==> config.mk <==
export PLATFORM = sky130hd
export DESIGN_NAME = vga_sync
export DESIGN_NICKNAME = d
export VERILOG_FILES = /design/src/rtl/vga_sync.sv
export SDC_FILE = /design/constraint.sdc
export NUM_CORES = 1
export LEC_CHECK = 0
export CORE_ASPECT_RATIO = 1.75
export CORE_UTILIZATION = 47
export CTS_BUF_LIST = sky130_fd_sc_hd__clkbuf_2
export DETAILED_ROUTE_END_ITERATION = 7
export GPL_TIMING_DRIVEN = 1
export PLACE_DENSITY = 0.69
export SKIP_LAST_GASP = 1
export SYNTH_ARGS = -nofsm -noshare
export SYNTH_HDL_FRONTEND = slang
export SYNTH_SLANG_ARGS = --single-unit
==> constraint.sdc <==
create_clock -name clk -period 4.8 [get_ports clk]
set_input_delay 0.72 -clock clk [delete_from_list [all_inputs] [get_ports clk]]
set_output_delay 0.72 -clock clk [all_outputs]
set_load 0.005 [all_outputs]
==> src/rtl/vga_sync.sv <==
// VGA raster timing generator: pixel-tick divider, h/v counters, registered sync/blank/frame strobes.
// Derived outputs are computed from next-state counters so they line up with pixel_x/pixel_y every cycle.
module vga_sync #(
  parameter int H_DISPLAY = 640,
  parameter int H_FRONT   = 16,
  parameter int H_SYNC    = 96,
  parameter int H_BACK    = 48,
  parameter int V_DISPLAY = 480,
  parameter int V_FRONT   = 10,
  parameter int V_SYNC    = 2,
  parameter int V_BACK    = 33,
  parameter int TICK_DIV  = 2,
  parameter int SYNC_POL  = 0,
  parameter int CNT_W     = 10
) (
  input  logic             clk,
  input  logic             reset,
  output logic             p_tick,
  output logic             hsync,
  output logic             vsync,
  output logic             video_on,
  output logic [CNT_W-1:0] pixel_x,
  output logic [CNT_W-1:0] pixel_y,
  output logic             frame_start
);

  localparam int H_TOTAL = H_DISPLAY + H_FRONT + H_SYNC + H_BACK;
  localparam int V_TOTAL = V_DISPLAY + V_FRONT + V_SYNC + V_BACK;
  localparam int DIV_W   = (TICK_DIV > 1) ? $clog2(TICK_DIV) : 1;

  localparam logic [DIV_W-1:0] DIV_MAX  = DIV_W'(TICK_DIV - 1);
  localparam logic [CNT_W-1:0] X_MAX    = CNT_W'(H_TOTAL - 1);
  localparam logic [CNT_W-1:0] Y_MAX    = CNT_W'(V_TOTAL - 1);
  localparam logic [CNT_W-1:0] X_VIS    = CNT_W'(H_DISPLAY);
  localparam logic [CNT_W-1:0] Y_VIS    = CNT_W'(V_DISPLAY);
  localparam logic [CNT_W-1:0] HS_FIRST = CNT_W'(H_DISPLAY + H_FRONT);
  localparam logic [CNT_W-1:0] HS_LAST  = CNT_W'(H_DISPLAY + H_FRONT + H_SYNC - 1);
  localparam logic [CNT_W-1:0] VS_FIRST = CNT_W'(V_DISPLAY + V_FRONT);
  localparam logic [CNT_W-1:0] VS_LAST  = CNT_W'(V_DISPLAY + V_FRONT + V_SYNC - 1);
  localparam logic             SYNC_ACT = 1'(SYNC_POL);

  logic [DIV_W-1:0] div_cnt_q, div_cnt_d;
  logic             p_tick_q, p_tick_d;
  logic [CNT_W-1:0] pixel_x_q, pixel_x_d;
  logic [CNT_W-1:0] pixel_y_q, pixel_y_d;
  logic             hsync_q, hsync_d;
  logic             vsync_q, vsync_d;
  logic             video_on_q, video_on_d;
  logic             frame_start_q, frame_start_d;
  logic             x_wrap, y_wrap;

  always_comb begin
    div_cnt_d = (div_cnt_q == DIV_MAX) ? '0 : div_cnt_q + 1'b1;
    p_tick_d  = (div_cnt_q == DIV_MAX);

    x_wrap = p_tick_q && (pixel_x_q == X_MAX);
    y_wrap = x_wrap && (pixel_y_q == Y_MAX);

    pixel_x_d = pixel_x_q;
    pixel_y_d = pixel_y_q;
    if (p_tick_q) begin
      pixel_x_d = x_wrap ? '0 : pixel_x_q + 1'b1;
      if (x_wrap) begin
        pixel_y_d = y_wrap ? '0 : pixel_y_q + 1'b1;
      end
    end

    // Decode from the next-state counters so the registered flags match the coordinates they accompany.
    hsync_d       = ((pixel_x_d >= HS_FIRST) && (pixel_x_d <= HS_LAST)) ? SYNC_ACT : ~SYNC_ACT;
    vsync_d       = ((pixel_y_d >= VS_FIRST) && (pixel_y_d <= VS_LAST)) ? SYNC_ACT : ~SYNC_ACT;
    video_on_d    = (pixel_x_d < X_VIS) && (pixel_y_d < Y_VIS);
    frame_start_d = y_wrap;
  end

  always_ff @(posedge clk) begin
    if (reset) begin
      div_cnt_q     <= '0;
      p_tick_q      <= 1'b0;
      pixel_x_q     <= '0;
      pixel_y_q     <= '0;
      hsync_q       <= ~SYNC_ACT;
      vsync_q       <= ~SYNC_ACT;
      video_on_q    <= 1'b1;
      frame_start_q <= 1'b0;
    end else begin
      div_cnt_q     <= div_cnt_d;
      p_tick_q      <= p_tick_d;
      pixel_x_q     <= pixel_x_d;
      pixel_y_q     <= pixel_y_d;
      hsync_q       <= hsync_d;
      vsync_q       <= vsync_d;
      video_on_q    <= video_on_d;
      frame_start_q <= frame_start_d;
    end
  end

  assign p_tick      = p_tick_q;
  assign hsync       = hsync_q;
  assign vsync       = vsync_q;
  assign video_on    = video_on_q;
  assign pixel_x     = pixel_x_q;
  assign pixel_y     = pixel_y_q;
  assign frame_start = frame_start_q;

endmodule

==> flow_summary.json, run 1 <==
{
  "status": "complete, no violations",
  "synthArstFlopShare_pct": 0,
  "postCtsResizedCells": 0,
  "nets": 193,
  "grt.overflow.total": 0,
  "synth-edff-count": 0,
  "antenna-diode-count": 0,
  "crit_path_end": "pixel_x[3]",
  "grt.total_usage_pct": 21.04,
  "max_stage_delay_ps": 570,
  "synthCells": 168,
  "vdd_ir_drop_max_uv": 163.6,
  "cts_tree": "yes",
  "ios": 27,
  "final_layout_size_suffix_gt1_share_pct": 4.813,
  "drv_cap": 0,
  "grt_pass1_wl_um": 5202,
  "fin_area_um2": 1662,
  "worstPathRequired_ps": 4080,
  "reg2reg_slack_ps": 2690,
  "crit_slowest_cell": "dfxtp_1",
  "postCtsHoldBufs": 0,
  "arrival_ps": 1490,
  "grt_pass1_vias": 1204,
  "p_leak_nw": 0.5865,
  "worst_slew_pin_slew_ps": 473.1,
  "final.setup.tns_ps": 0,
  "core_um2": 2753,
  "post_cts_buffers": 0,
  "wl_per_cell_um": 14.86,
  "cp.depth": 1,
  "numCtsBuffers": 3,
  "viasPerCell": 5.981,
  "grt-busiest-layer": "met2",
  "rsz0062_at_grt": "false",
  "worstSetupPathType": "flop to output pin",
  "cts.clk_slew.worst_paths_ps": 250,
  "syn_area_per_cell_um2": 8.334,
  "grt_util_met3_pct": 1.699,
  "synth_seq_area_share_pct": 37.18,
  "gr-usage-met2_pct": 37.31,
  "finalHoldViolations": 0,
  "fp-row-count": 25,
  "use_met1_pct": 24.47,
  "drtPass1Iterations": 4,
  "crit_path_start": "pixel_x[3]",
  "hpwlAfterDp_um": 2422,
  "cts_max_path_buffers": 2,
  "fmax_mhz": 452.3,
  "synth_fp_nets": 173,
  "io_buffers": 26,
  "cp_cell_sequence": "clkdlybuf4s50_1",
  "reg2reg_to": "video_on",
  "die_h_um": 74.20,
  "clock_latency_ps": 350,
  "p_total_uw": 310.2,
  "h-tree-depth": 1,
  "drtIter0Drc": 15,
  "die_w_um": 43.26,
  "reg2regPathDepth": 6,
  "die_area_um2": 3210,
  "finalWeightedCongestion": 0.8415,
  "drv_slew": 0,
  "cp-start-kind": "flop",
  "drc": 0,
  "period_share_pct": 46.06,
  "antenna_found_initial": 0,
  "setup_viol": 0,
  "place_area_um2": 1643,
  "period_minus_slack_ps": 2211,
  "cts_sinks": 26,
  "power-per-cell-area_nw_per_um2": 186.7,
  "syn_area_um2": 1400,
  "grt_max_degree": 15,
  "area_growth_pct": 18.68,
  "synth_flop_cell": "dfxtp_1",
  "endpoint_kind": "output pin",
  "root_buffer": "clkbuf_2",
  "crit_family": "flip-flops",
  "slew_headroom_pct": 68.36,
  "finClkSkew_ps": 25.95,
  "ant_nets": 0,
  "crit_buf_inv": 1,
  "worstPathMaxFanout": 9,
  "timing.rr.start": "pixel_x[0]",
  "ys_ff_latch": 26,
  "hold_path.class": "flop to flop",
  "vias": 1280,
  "yosys_warnings": 0,
  "wirelength_um": 3181,
  "initial_core_util_pct": 50.86,
  "yosysUniqueCellTypes": 46
}
[layout by cell type, fill, tap and decap left out, types with 2 or more instances in the layout]
master / Yosys / routed
a21boi_0: 2 / 2
a21oi_1: 6 / 6
and3_1: 5 / 5
and4_1: 3 / 3
and4b_1: 2 / 2
clkbuf_2: 0 / 3
clkdlybuf4s50_1: 0 / 26
dfxtp_1: 26 / 26
ha_1: 3 / 3
inv_1: 5 / 5
mux2i_1: 3 / 3
nand2_1: 15 / 15
nand3_1: 6 / 6
nand3b_1: 2 / 2
nand4_1: 5 / 5
nor2_1: 24 / 24
nor2b_1: 2 / 2
nor3_1: 3 / 3
nor4_1: 4 / 4
o21ai_0: 4 / 4
xnor2_1: 8 / 8
xor2_1: 6 / 6
[synthesized netlist by cell type (2+ instances only)]
cell type	count	area [µm²]
and4b_1	2	20.02
nor2b_1	2	12.51
nor4_1	4	25.02
nand3_1	6	30.03
and3_1	5	31.28
inv_1	5	18.77
xnor2_1	8	70.07
and4_1	3	26.28
nand2_1	15	56.30
nor2_1	24	90.09
dfxtp_1	26	520.5
nand4_1	5	31.28
mux2i_1	3	30.03
xor2_1	6	52.55
nand3b_1	2	15.01
a21boi_0	2	15.01
ha_1	3	37.54
o21ai_0	4	20.02
nor3_1	3	15.01
buf_2	2	10.01
a21oi_1	6	30.03
clkbuf_1	8	30.03
[layout make-up]
| class | count | area, µm² |
|---|---|---|
| clock inverters | 1 | 3.754 |
| well taps | 27 | 33.78 |
| multi-input cells | 126 | 809.5 |
| flip-flops and latches | 26 | 520.5 |
| inverters | 5 | 18.77 |
| clock buffers | 3 | 15.01 |
| repair buffers | 26 | 260.3 |
| fillers | 252 | 1091 |
[cell families after synthesis]
family	share of synthesized area, %
AOI/OAI and AO/OA	11.17
xor gates and xnor gates	8.758
adders and majority gates	2.681
buffers and inverters	5.005
DFF	37.18
muxes	2.145
and+or+nand+nor	33.07
[layer usage]
metal	up-vias	share of wire (%)
met5	-	0
li1	631	-
met2	27	55
met3	8	2.0
met1	614	41
met4	0	2.3
[metrics by stage]
| stage | utilization (%) | cells | worst slack [ps] | hold slack (ps) |
|---|---|---|---|---|
| floorplan | - | 168 | 2815 | 384.5 |
| global placement | 59.68 | 210 | 2556 | 393.6 |
| detailed placement | 59.68 | 210 | 2550 | 402.9 |
| CTS | 60.36 | 214 | 2594 | 428.5 |
| global route | 60.36 | 214 | 2471 | 447.6 |
| finish | 60.36 | 214 | 2589 | 426.3 |
[worst min path at each step]
| stage | startpoint | to | slack, ps | depth (start not counted) |
|---|---|---|---|---|
| after floorplan | div_cnt_q | div_cnt_q | 380 | 1 |
| final | div_cnt_q | div_cnt_q | 430 | 1 |
| after detailed placement | div_cnt_q | div_cnt_q | 400 | 1 |
| after global routing | div_cnt_q | div_cnt_q | 450 | 1 |
| after CTS | div_cnt_q | div_cnt_q | 430 | 1 |
| after global placement | div_cnt_q | div_cnt_q | 390 | 1 |
[report_power, final]
group | switching (mW) | total (mW) | internal, mW
combinational | 0.00505 | 0.00975 | 0.00470
clock | 0.0622 | 0.0803 | 0.0181
sequential | 0.00194 | 0.220 | 0.218
total | 0.0691 | 0.310 | 0.241
[flip-flops by register name, indices dropped and copies added (netlist names)]
signal       count
vsync            1
hsync            1
video_on         1
pixel_y         10
frame_start      1
div_cnt_q        1
p_tick           1
pixel_x         10
Power figures use the tool's default switching activity.
==> inputs of run 2 (changes only) <==
clock period = 2.25 ns   (was 4.8 ns; I/O delays follow)
==> flow_summary.json, run 2 (synthesis gave the netlist of run 1 again) <==
{
  "gr-usage-met2_pct": 40.80,
  "period_share_pct": 88.92,
  "hold_path.class": "flop to flop",
  "fp-row-count": 25,
  "h-tree-depth": 1,
  "power-per-cell-area_nw_per_um2": 389.3,
  "use_met1_pct": 23.61,
  "final_layout_size_suffix_gt1_share_pct": 7.813,
  "finalWeightedCongestion": 0.8750,
  "endpoint_kind": "flop",
  "cp-start-kind": "flop",
  "min_from": "div_cnt_q",
  "drtIter0Drc": 19,
  "rsz0062_at_grt": "false",
  "vias": 1287,
  "grt_pass1_vias": 1238,
  "grt_util_met3_pct": 1.699,
  "min_to": "div_cnt_q",
  "arrival_ps": 2270,
  "drv_slew": 0,
  "die_area_um2": 3210,
  "nets": 199,
  "pre_cts_ws_ps": 269.4,
  "die_h_um": 74.20,
  "setup_viol": 0,
  "drtPass1Iterations": 4,
  "reg2reg_slack_ps": 250,
  "crit_slowest_cell": "or4_4",
  "core_um2": 2753,
  "worstPathMaxFanout": 10,
  "initial_core_util_pct": 50.86,
  "vdd_ir_drop_max_uv": 231.6,
  "cts_max_path_buffers": 2,
  "ios": 27,
  "worst_slew_pin_slew_ps": 351.5,
  "dp_cells": 216,
  "cts_tree": "yes",
  "drv_cap": 0,
  "post_cts_buffers": 0,
  "die_w_um": 43.26,
  "whs_ps": 421.3,
  "viasPerCell": 5.877,
  "setup_slack_ps": 249.3,
  "reg2regPathDepth": 5,
  "wirelength_um": 3242,
  "io_buffers": 26,
  "period_minus_slack_ps": 2001,
  "grt_max_degree": 14,
  "status": "complete, no violations",
  "antenna-diode-count": 0,
  "layout_common_cells": "26 x dfxtp_1, 26 x clkdlybuf4s50_1, 24 x nor2_1",
  "grt.overflow.total": 0,
  "p_leak_nw": 0.6162,
  "final.setup.tns_ps": 0,
  "fillers": 252,
  "grt_pass1_wl_um": 5437,
  "worstSetupPathType": "flop to flop",
  "postCtsHoldBufs": 0,
  "fin_cells": 219,
  "slew_headroom_pct": 76.35,
  "grt.total_usage_pct": 21.99,
  "max_stage_delay_ps": 600,
  "ant_nets": 0,
  "cts.clk_slew.worst_paths_ps": 230,
  "postCtsResizedCells": 0,
  "finClkSkew_ps": 0.9939,
  "numCtsBuffers": 3,
  "area_growth_pct": 21.63,
  "drc": 0,
  "hpwlAfterDp_um": 2507,
  "worstPathRequired_ps": 2520,
  "cp_cell_sequence": "nand3b_1, or4_4, nor4_1, a21oi_2, o221a_1",
  "cts_sinks": 26,
  "grt-busiest-layer": "met2",
  "min_path_cells": 1,
  "root_buffer": "clkbuf_2",
  "wl_per_cell_um": 14.80,
  "timing.rr.start": "pixel_x[3]",
  "clock_latency_ps": 330,
  "reg2reg_to": "video_on",
  "finalHoldViolations": 0,
  "antenna_found_initial": 0,
  "fmax_mhz": 499.8
}
## run 2: worst max path at each step
stage | slack, ps | depth (start not counted) | start | to
3_3_place_gp | 320 | 5 | pixel_x[3] | video_on
2_1_floorplan | 270 | 9 | pixel_x[0] | hsync
4_1_cts | 250 | 5 | pixel_x[3] | video_on
5_1_grt | 70 | 6 | pixel_x[0] | video_on
3_5_place_dp | 270 | 5 | pixel_x[3] | video_on
6_report | 250 | 5 | pixel_x[3] | video_on
## run 2: worst max-delay path: cells and delay by family, from the launching register on
kind,cells,cell delay [ps]
AOI/OAI and AO/OA,2,320
DFF,1,540
and+or+nand+nor,3,1080
## run 2: layout make-up
| class | count | area, µm² | share of cell area [%] |
|---|---|---|---|
| clock buffer | 3 | 15.01 | 0.8817 |
| inverter | 5 | 18.77 | 1.102 |
| multi-input combinational | 126 | 809.5 | 47.54 |
| sequential | 26 | 520.5 | 30.57 |
| tap | 27 | 33.78 | 1.984 |
| timing repair buffer | 32 | 305.3 | 17.93 |
## run 2: metrics by stage
| step | util (%) | total power, mW | cell area [µm²] |
|---|---|---|---|
| 6_report | 61.86 | 0.6629 | 1703 |
| 5_1_grt | 61.86 | 0.6923 | 1703 |
| 3_3_place_gp | 61.32 | 0.5032 | 1688 |
| 2_1_floorplan | - | 0.4889 | 1400 |
| 4_1_cts | 61.86 | 0.6716 | 1703 |
| 3_5_place_dp | 61.32 | 0.5042 | 1688 |
## run 2: report_power, final
group,internal (mW),switching (mW)
Combinational,0.0134,0.0135
Sequential,0.466,0.00249
Clock,0.0363,0.132
## run 2: metal layers
layer  vias up  wire, µm
met1       603      1286
li1        644         -
met4         0       117
met5         -         0
met2        30      1782
met3        10        55
==> inputs of run 3 (changes only) <==
SETUP_SLACK_MARGIN = 0.15   (was unset)
==> flow_summary.json, run 3 (synthesis gave the netlist of run 1 again) <==
{
  "grt.overflow.total": 0,
  "multiInputGateArea_um2": 809.5,
  "root_buffer": "clkbuf_2",
  "slew_headroom_pct": 76.02,
  "initial_core_util_pct": 50.86,
  "whs_ps": 422.0,
  "final_layout_size_suffix_gt1_share_pct": 9.896,
  "endpoint_kind": "flop",
  "cts_tree": "yes",
  "antenna-diode-count": 0,
  "clock_latency_ps": 340,
  "cts.clk_slew.worst_paths_ps": 240,
  "arrival_ps": 2190,
  "drv_cap": 0,
  "pwr-share-seq_pct": 70.5,
  "die_area_um2": 3210,
  "cp_cell_sequence": "ha_1, and3_1, and4bb_2, or2_2, nor2_1, o2111ai_1",
  "fmax_mhz": 511.9,
  "p_total_uw": 663.1,
  "hpwlAfterDp_um": 2507,
  "p_int_uw": 514.9,
  "area_growth_pct": 22.16,
  "finalHoldViolations": 0,
  "vias": 1282,
  "vdd_ir_drop_max_uv": 231.7,
  "crit_slowest_cell": "dfxtp_4",
  "numCtsBuffers": 3,
  "setup_viol": 0,
  "crit_buf_inv": 0,
  "power-per-cell-area_nw_per_um2": 387.7,
  "io_buffers": 26,
  "p_leak_nw": 0.6181,
  "ant_nets": 0,
  "post_cts_buffers": 0,
  "status": "complete, no violations",
  "h-tree-depth": 1,
  "worstPathMaxFanout": 9,
  "drtIter0Drc": 26,
  "wl_per_cell_um": 14.72,
  "final.setup.tns_ps": 0,
  "grt_pass1_vias": 1238,
  "worstSetupPathType": "flop to flop",
  "core_um2": 2753,
  "ios": 27,
  "crit_family": "simple AND/OR/NAND/NOR gates",
  "antenna_found_initial": 0,
  "grt.total_usage_pct": 21.99,
  "fin_cells": 219,
  "grt_max_degree": 14,
  "reg2reg_slack_ps": 300,
  "wirelength_um": 3223,
  "clock_power_share_pct": 25.4,
  "layout_common_cells": "26 x clkdlybuf4s50_1, 24 x nor2_1, 22 x dfxtp_1",
  "period_share_pct": 86.82,
  "p_comb_share_pct": 4.1,
  "viasPerCell": 5.854,
  "drv_slew": 0,
  "layout_commonest_cell": "clkdlybuf4s50_1",
  "worstPathRequired_ps": 2490,
  "cp-start-kind": "flop",
  "p_sw_share_pct": 22.35,
  "cts_max_path_buffers": 2,
  "dp_cells": 216,
  "worst_slew_pin_slew_ps": 356.4,
  "die_w_um": 43.26,
  "cts_sinks": 26,
  "drtPass1Iterations": 4,
  "hold_path.class": "flop to flop",
  "seqCellArea_um2": 528.0,
  "grt_pass1_wl_um": 5437,
  "fillers": 252,
  "finalWeightedCongestion": 0.8750,
  "finClkSkew_ps": 10.07,
  "switching_power_uw": 148.2,
  "period_minus_slack_ps": 1954,
  "fp-row-count": 25,
  "drc": 0,
  "die_h_um": 74.20,
  "rsz0062_at_grt": "false",
  "max_stage_delay_ps": 410,
  "nets": 199
}
## run 3: cell counts in the layout (fill, tap and decap cells not counted)
Identical to the previous run, type by type.
## run 3: area by class of cell
| type | instances | share of cell area, % |
|---|---|---|
| clock buffers | 3 | 0.8778 |
| inverters | 5 | 1.097 |
| multi-input cells | 126 | 47.33 |
| flip-flops and latches | 26 | 30.87 |
| well taps | 27 | 1.975 |
| repair buffers | 32 | 17.85 |
## run 3: per-stage QoR
stage | utilization, % | instance area, µm² | setup slack, ps
after global placement | 61.32 | 1688 | 324.6
after floorplan | - | 1400 | 265.3
after CTS | 61.86 | 1703 | 245.9
after global routing | 62.14 | 1710 | 159.5
final | 62.14 | 1710 | 296.5
after detailed placement | 61.32 | 1688 | 269.4
## run 3: routing by layer
layer / GRT usage [%] / vias to the layer above / wire length [µm]
li1: - / 643 / -
met1: 23.61 / 597 / 1285
met2: 40.80 / 32 / 1758
met3: 1.699 / 10 / 64
met4: 12.79 / 0 / 114
met5: 0 / - / 0
## run 3: final timing paths
| kind | start | to | depth (start not counted) |
|---|---|---|---|
| setup / recovery | pixel_x[0] | hsync | 6 |
| hold / removal | div_cnt_q | div_cnt_q | 1 |
| setup reg to reg | pixel_x[0] | hsync | 6 |
| hold reg to reg | div_cnt_q | div_cnt_q | 1 |
## run 3: timing repair
action | 4_1_cts | 5_1_grt
resized for setup | 0 | 5
hold buffers | 0 | 0
endpoints found under the setup margin | 0 | 2
## run 3: power groups by stage
| stage | clock network [mW] | logic [mW] | registers, mW |
|---|---|---|---|
| after floorplan | 0 | 0.0114 | 0.478 |
| after global placement | 0 | 0.0267 | 0.477 |
| after detailed placement | 0 | 0.0272 | 0.477 |
| after CTS | 0.176 | 0.0273 | 0.468 |
| after global routing | 0.193 | 0.0298 | 0.469 |
| final | 0.169 | 0.0269 | 0.468 |
